File: config.mk
export PLATFORM = sky130hd
export DESIGN_NAME = uart_seq_checker_rx_core
export DESIGN_NICKNAME = d
export VERILOG_FILES = /design/src/rtl/uart_seq_checker_pkg.sv /design/src/rtl/uart_seq_checker_rx_core.sv
export SDC_FILE = /design/constraint.sdc
export NUM_CORES = 1
export LEC_CHECK = 0
export CAP_MARGIN = 40
export CORE_MARGIN = 2
export CORE_UTILIZATION = 50
export DETAILED_ROUTE_END_ITERATION = 16
export PLACE_DENSITY = 0.71
export RECOVER_POWER = 100
export SLEW_MARGIN = 20
export SYNTH_ARGS = -nofsm -noshare
export SYNTH_HDL_FRONTEND = slang
export SYNTH_SLANG_ARGS = --single-unit
File: constraint.sdc
create_clock -name clk -period 1.8 [get_ports clk]
set_input_delay 0.27 -clock clk [delete_from_list [all_inputs] [get_ports clk]]
set_output_delay 0.27 -clock clk [all_outputs]
set_load 0.01 [all_outputs]
File: src/rtl/uart_seq_checker_pkg.sv
// Shared definitions for the UART sequence checker: parity modes, receiver states
// and the parity error helper.
package uart_seq_checker_pkg;

  localparam int PARITY_NONE = 0;
  localparam int PARITY_EVEN = 1;
  localparam int PARITY_ODD  = 2;

  typedef enum logic [2:0] {
    ST_IDLE  = 3'd0,
    ST_START = 3'd1,
    ST_DATA  = 3'd2,
    ST_PAR   = 3'd3,
    ST_STOP  = 3'd4,
    ST_CHECK = 3'd5
  } rx_state_e;

  // sum is the XOR of all data bits and the received parity bit
  function automatic logic parity_bad(input int mode, input logic sum);
    case (mode)
      PARITY_EVEN: return sum;
      PARITY_ODD:  return ~sum;
      default:     return 1'b0;
    endcase
  endfunction

endpackage

File: src/rtl/uart_seq_checker_rx_core.sv
// UART receiver: 2-flop synchronizer, mid-bit sampling baud counter and frame FSM.
// Reports each completed frame with its data and per-frame framing/parity flags.
//
//   state    | meaning
//   ---------+------------------------------------------------------------
//   ST_IDLE  | line idle, waiting for a falling edge (or a pending one)
//   ST_START | counting to mid start bit; high there means false start
//   ST_DATA  | sampling DATA_WIDTH bits, LSB first
//   ST_PAR   | sampling the parity bit
//   ST_STOP  | sampling STOP_BITS stop bits; any low sets the frame error
//   ST_CHECK | one cycle: frame result presented, valid pulses
module uart_seq_checker_rx_core
  import uart_seq_checker_pkg::*;
#(
  parameter int DATA_WIDTH   = 8,
  parameter int CLKS_PER_BIT = 4,
  parameter int PARITY       = PARITY_NONE,
  parameter int STOP_BITS    = 1
) (
  input  logic                  clk,
  input  logic                  reset,
  input  logic                  rx,
  output logic [DATA_WIDTH-1:0] data,
  output logic                  valid,
  output logic                  frame_err,
  output logic                  parity_err
);

  localparam int CW = $clog2(CLKS_PER_BIT);
  localparam int BW = (DATA_WIDTH > 1) ? $clog2(DATA_WIDTH) : 1;

  localparam logic [CW-1:0] CNT_FULL  = CW'(CLKS_PER_BIT - 1);
  localparam logic [CW-1:0] CNT_HALF  = CW'(CLKS_PER_BIT / 2 - 1);
  localparam logic [CW-1:0] CNT_ONE   = CW'(1);
  localparam logic [BW-1:0] BIT_LAST  = BW'(DATA_WIDTH - 1);
  localparam logic [BW-1:0] STOP_LAST = BW'(STOP_BITS - 1);
  localparam logic [BW-1:0] BIT_ONE   = BW'(1);

  rx_state_e             state_q, state_d;
  logic                  sync1_q, sync1_d;
  logic                  sync2_q, sync2_d;
  logic                  rx_prev_q, rx_prev_d;
  logic                  pend_q, pend_d;
  logic [CW-1:0]         cnt_q, cnt_d;
  logic [BW-1:0]         bit_q, bit_d;
  logic [DATA_WIDTH-1:0] shreg_q, shreg_d;
  logic [DATA_WIDTH-1:0] data_q, data_d;
  logic                  ferr_q, ferr_d;
  logic                  perr_q, perr_d;
  logic                  fall;

  assign fall = rx_prev_q & ~sync2_q;

  always_ff @(posedge clk) begin
    if (reset) begin
      state_q   <= ST_IDLE;
      sync1_q   <= 1'b1;
      sync2_q   <= 1'b1;
      rx_prev_q <= 1'b1;
      pend_q    <= 1'b0;
      cnt_q     <= '0;
      bit_q     <= '0;
      shreg_q   <= '0;
      data_q    <= '0;
      ferr_q    <= 1'b0;
      perr_q    <= 1'b0;
    end else begin
      state_q   <= state_d;
      sync1_q   <= sync1_d;
      sync2_q   <= sync2_d;
      rx_prev_q <= rx_prev_d;
      pend_q    <= pend_d;
      cnt_q     <= cnt_d;
      bit_q     <= bit_d;
      shreg_q   <= shreg_d;
      data_q    <= data_d;
      ferr_q    <= ferr_d;
      perr_q    <= perr_d;
    end
  end

  always_comb begin
    sync1_d   = rx;
    sync2_d   = sync1_q;
    rx_prev_d = sync2_q;
    state_d   = state_q;
    pend_d    = pend_q;
    cnt_d     = cnt_q;
    bit_d     = bit_q;
    shreg_d   = shreg_q;
    data_d    = data_q;
    ferr_d    = ferr_q;
    perr_d    = perr_q;

    unique case (state_q)
      ST_IDLE: begin
        if (fall || pend_q) begin
          state_d = ST_START;
          pend_d  = 1'b0;
          // an edge held over from CHECK is one cycle old, so shorten the half-bit wait
          cnt_d   = pend_q ? (CNT_HALF - CNT_ONE) : CNT_HALF;
        end
      end
      ST_START: begin
        if (cnt_q == '0) begin
          if (sync2_q) begin
            state_d = ST_IDLE;
          end else begin
            state_d = ST_DATA;
            cnt_d   = CNT_FULL;
            bit_d   = '0;
            ferr_d  = 1'b0;
            perr_d  = 1'b0;
          end
        end else begin
          cnt_d = cnt_q - CNT_ONE;
        end
      end
      ST_DATA: begin
        if (cnt_q == '0) begin
          shreg_d = {sync2_q, shreg_q[DATA_WIDTH-1:1]};
          cnt_d   = CNT_FULL;
          if (bit_q == BIT_LAST) begin
            bit_d   = '0;
            state_d = (PARITY != PARITY_NONE) ? ST_PAR : ST_STOP;
          end else begin
            bit_d = bit_q + BIT_ONE;
          end
        end else begin
          cnt_d = cnt_q - CNT_ONE;
        end
      end
      ST_PAR: begin
        if (cnt_q == '0) begin
          perr_d  = parity_bad(PARITY, (^shreg_q) ^ sync2_q);
          cnt_d   = CNT_FULL;
          bit_d   = '0;
          state_d = ST_STOP;
        end else begin
          cnt_d = cnt_q - CNT_ONE;
        end
      end
      ST_STOP: begin
        if (cnt_q == '0) begin
          ferr_d = ferr_q | ~sync2_q;
          if (bit_q == STOP_LAST) begin
            state_d = ST_CHECK;
            data_d  = shreg_q;
          end else begin
            bit_d = bit_q + BIT_ONE;
            cnt_d = CNT_FULL;
          end
        end else begin
          cnt_d = cnt_q - CNT_ONE;
        end
      end
      ST_CHECK: begin
        state_d = ST_IDLE;
        pend_d  = fall;
      end
      default: state_d = ST_IDLE;
    endcase
  end

  always_comb begin
    valid      = (state_q == ST_CHECK);
    frame_err  = valid & ferr_q;
    parity_err = valid & perr_q;
    data       = data_q;
  end

endmodule

### Word-level counts from Yosys, hierarchy flattened

Index checks and enable logic that the tools add are counted.
Widths: inputs -> output; s select.

* bitwise logic cells: 5
* mux-type cells: 33
* order comparisons: 0
* add/sub/neg operators: 2
* reductions and logical operators: 18
* eq/ne operators: 17
* shift-type cells: 0
* multiply operators: 0
* divide/modulo/power cells: 0

Operator list (count)
* $mux 3: 14
* $ne 2x2->1 const B: 9
* $pmux 3 s5: 1
* $mux 2: 7
* $reduce_and 7->1: 2
* $pmux 3 s4: 1
* $reduce_and 4->1: 3
* $eq 3x3->1 const B: 3
* $pmux 2 s4: 1
* $reduce_bool 4->1: 2
* $eq 3x2->1 const B: 2
* $logic_not 3->1: 2
* $mux 1: 6
* $ne 3x3->1 const B: 2
* $pmux 1 s2: 3
* $reduce_bool 2->1: 3
* $reduce_and 2->1: 2
* $add 3x1->3 const B: 1
* $and 1x1->1: 3
* $eq 3x1->1 const B: 1
* $reduce_and 3->1: 1
* $logic_not 2->1: 1
* $reduce_or 2->1: 1
* $sub 2x1->2 const B: 1
* other kinds (3): 3

* bits of input ports: 3
* bits in registers: 30
* latch bits: 0
* memory bits (read-only): 0
* bits in writable memories: 0
* memories kept: 0
* output and inout port bits: 11
* word-level logic and storage cells: 86

### Logic depth before layout (Yosys ltp)

* depth in word-level cells: 5
* mapped depth: 7
* depth with buffers taken out: 6

### Least setup slack after synthesis

OpenSTA, ideal clock, no wires.

* path kind: register to register
* start point: reg bit_q[0]
* end point: reg state_q[0]
* arrival: 1.487 ns
* data required time: 1.679 ns
* clock period less this slack: 1.608 ns
* slack: 0.192 ns
* stages on the path, launching flop included: 7
* buffers on the path: 0
* library setup time: 0.121 ns
* cells stage by stage: dfxtp_1 ha_1 ha_1 nor3b_1 o21bai_1 a211oi_2 mux2_4

* cells in the longest elaborated chain, start to end: 3
* elaborated cells between the ends (all ways): 5
* classes of those cells: eq/ne: 3; reduce/logical: 2

RTL lines
* from (decl): RTL line uart_seq_checker_rx_core.sv:45 `logic [BW-1:0] bit_q, bit_d;`
* from (signal assigned): RTL line uart_seq_checker_rx_core.sv:74 `bit_q <= bit_d;`
* $eq 3x3->1 / $logic_not 3->1 (equally long branches): RTL line uart_seq_checker_rx_core.sv:123, uart_seq_checker_rx_core.sv:146
* $ne 2x2->1 (no line)
* $reduce_and 7->1 (no line) *
* to (signal assigned): RTL line uart_seq_checker_rx_core.sv:68 `state_q <= state_d;`
* to (decl): RTL line uart_seq_checker_rx_core.sv:39 `rx_state_e state_q, state_d;`

Every way passes the cells marked *; elsewhere a longest branch is shown, timed or not.
A chain may end at the register's enable or synchronous reset.

### Worst setup path after layout

* start point: reg state_q[2]
* end point: reg shreg_q[6]

* cells in the longest elaborated chain, start to end: 2

RTL lines
* $eq 3x2->1: RTL line uart_seq_checker_rx_core.sv:95 `unique case (state_q)`
* $reduce_and 2->1 (no line)
* to (signal assigned): RTL line uart_seq_checker_rx_core.sv:75 `shreg_q <= shreg_d;`
* to (decl): RTL line uart_seq_checker_rx_core.sv:46 `logic [DATA_WIDTH-1:0] shreg_q, shreg_d;`

Every way passes these cells.

==> results.sh <==
export IMPL_setup_violations=0
export IMPL_fp_coreArea_mm2=0.00269
export IMPL_num_fill_cells=234
export IMPL_min_path_type="reg -> reg"
export IMPL_crit_arrival_ps=1900
export IMPL_die_w_um=56.6
export IMPL_finalHoldViolCount=0
export IMPL_root_buffer="clkbuf_4"
export IMPL_synthesis_nets=155
export IMPL_grt_pass1_wl_um=4600
export IMPL_synthTopCellsByCount="dfxtp_1 (29), nor2_1 (26), mux2i_1 (20)"
export IMPL_port_buffers=12
export IMPL_slew_headroom_pct=61.5
export IMPL_drc=0
export IMPL_syn_area_per_cell_um2=9.35
export IMPL_yosys_top_cells_area="dfxtp_1 (42%), mux2i_1 (14%), nor2_1 (7.1%)"
export IMPL_synth_xor_area_share_pct=0
export IMPL_ir_worst_vdd_mv=0.704
export IMPL_grt_total_usage_pct=19.2
export IMPL_finalCritPeriodShare_pct=94.2
export IMPL_synth_area_leader_cell="dfxtp_1"
export IMPL_synthArstFlopShare_pct=0
export IMPL_finalWeightedCongestion=0.895
export IMPL_drv_cap=0
export IMPL_dpl_hpwl_um=2000
export IMPL_ant_nets=0
export IMPL_fin_skew_ps=9.40
export IMPL_yosysMostFrequentCell="dfxtp_1"
export IMPL_wl_per_cell_um=13.6
export IMPL_timing_fmax_ghz=0.590
export IMPL_critPathCaptureType="flip-flop"
export IMPL_synth_compound_area_share_pct=10.8
export IMPL_syn_inst=148
export IMPL_synth_top_family_by_area="simple AND/OR/NAND/NOR gates"
export IMPL_seq_area_um2=583
export IMPL_path_class="reg -> reg"
export IMPL_synthMuxAreaShare_pct=17.2
export IMPL_worst_pin_slew_ps=578
export IMPL_ioPinCount=14
export IMPL_drv_slew=0
export IMPL_antenna_found_initial=0
export IMPL_synthToLayoutAreaGrowth_pct=15.9
export IMPL_routed_wirelength_um=2710
export IMPL_vias_per_cell=5.34
export IMPL_final_util_pct=59.7
export IMPL_clock_sinks=29
export IMPL_netlist_area_leader_share_pct=42.0
export IMPL_cts_tree="yes"
export IMPL_synth_area_mm2=0.00138
export IMPL_htree_levels=2
export IMPL_grt_overflow=0
export IMPL_path_max_fanout=11
export IMPL_synthFlopType="dfxtp_1"
export IMPL_first_iter_violations=26
export IMPL_ys_types=39
export IMPL_ys_ff_latch=29
export IMPL_antenna_cells=0
export IMPL_post_cts_buffers=0
export IMPL_outcome="completed"
export IMPL_first_pass_iters=4
export IMPL_synth_seq_area_share_pct=42.0
export IMPL_cp_start_kind="flip-flop"
export IMPL_dieArea_mm2=0.00320
export IMPL_multi_input_area_um2=694
export IMPL_nets=174
export IMPL_grt_max_degree=14
export IMPL_fp_row_count=19
export IMPL_cp_required_ps=2010
export IMPL_start_util_pct=51.5
export IMPL_drive_gt1_share_pct=13.7
export IMPL_first_global_vias=1004
export IMPL_power_leakage_nw=0.714
export IMPL_rsz0062_at_grt="no"
export IMPL_period_needed_ps=1700
export IMPL_fin_tns_setup_ps=0
export IMPL_dr_total_vias=1062
export IMPL_synth_edf_count=0
export IMPL_clock_latency_ps=330
export IMPL_clk_pin_slew_worst_paths_ps=100
export IMPL_cts_buffer_depth=2
export IMPL_cts_made_buffers=5
export IMPL_die_h_um=56.6
export IMPL_synthSimpleGateAreaFrac_pct=19.1
export IMPL_yosysWarnings=0
export IMPL_synth_fa_ha_area_share_pct=3.62
export IMPL_powerDensity_mw_per_mm2=950
[where the power goes]
part	switching [mW]	total, mW	internal (mW)
sequential	0.0393	0.705	0.666
combinational	0.138	0.258	0.119
clock	0.229	0.560	0.332
total	0.406	1.52	1.12
[through the flow]
step / std cells / hold slack (ps) / cell area [um^2] / setup WS (ps) / power (mW)
final: 199 / 437 / 1600 / 104 / 1.52
after global routing: 199 / 452 / 1600 / 2.69 / 1.60
after CTS: 199 / 440 / 1630 / 116 / 1.54
after detailed placement: 191 / 417 / 1540 / 125 / 0.977
after global placement: 191 / 394 / 1540 / 189 / 0.965
after floorplan: 148 / 374 / 1380 / 192 / 0.921
[path summary, 6_finish.rpt]
check	startpoint	end	slack (ps)	cells past startpoint
setup / recovery	state_q[2]	shreg_q[6]	100	6
setup reg to reg	state_q[2]	shreg_q[6]	100	6
hold reg to reg	sync1_q	rx_prev_d	440	1
hold / removal	sync1_q	rx_prev_d	440	1
[state kept, by name, summed over array words and instances, names as in the netlist]
| register | cells |
|---|---|
| pend_q | 1 |
| cnt_q | 2 |
| data | 8 |
| bit_q | 3 |
| sync1_q | 1 |
| state_q | 3 |
| rx_prev_d | 1 |
| ferr_q | 1 |
| shreg_q | 8 |
| rx_prev_q | 1 |
[per-layer routing]
metal  routed length [um]  GRT usage, %  vias up  share of wire [%]
met1                 1240          22.8      495                 46
met4                   44          8.84        0                1.6
li1                     -             -      543                  -
met2                 1310          30.4       19                 49
met5                    0             0        -                  0
met3                  106          7.37        5                3.9
[area by class of cell]
cell class                 instances  share of cell area [%]
clock inverter                     1                    1.87
sequential                        29                    36.3
clock buffer                       7                    3.43
tap                               31                    2.42
timing repair buffer              21                    10.8
multi-input combinational        102                    43.3
inverter                           8                    1.87
[repair_timing]
| item | in CTS | in global routing |
|---|---|---|
| hold endpoints to repair | 0 | 0 |
| gates resized for setup | 6 | 0 |
| endpoints found under the setup margin | 2 | 0 |
| hold buffers | 0 | 0 |
[critical path, cell delays in order, from the launching register on]
cell and delay [ps]:
dfxtp_1 420, clkbuf_2 270, and2b_2 270, and3_1 180
clkbuf_4 200, mux2i_1 170, nor2_1 50
[cell usage in the layout (no fill, tap or decap), types with 4 or more instances in the layout]
master         Yosys  final
nor2_1            26     26
nand2_1            5      5
nor3_1             4      4
inv_1              8      8
a21oi_1            4      4
nand2b_1           4      4
dfxtp_1           29     27
ha_1               4      4
clkbuf_4           0      6
dlygate4sd3_1      0      9
buf_4              3      4
mux2i_1           20     20
[logic make-up after synthesis]
group / count (synthesis)
adders and majority gates: 4
muxes: 23
DFF: 29
and+or+nand+nor: 54
AOI/OAI and AO/OA: 20
other: 1
buffers and inverters: 17
Power figures use the tool's default switching activity.
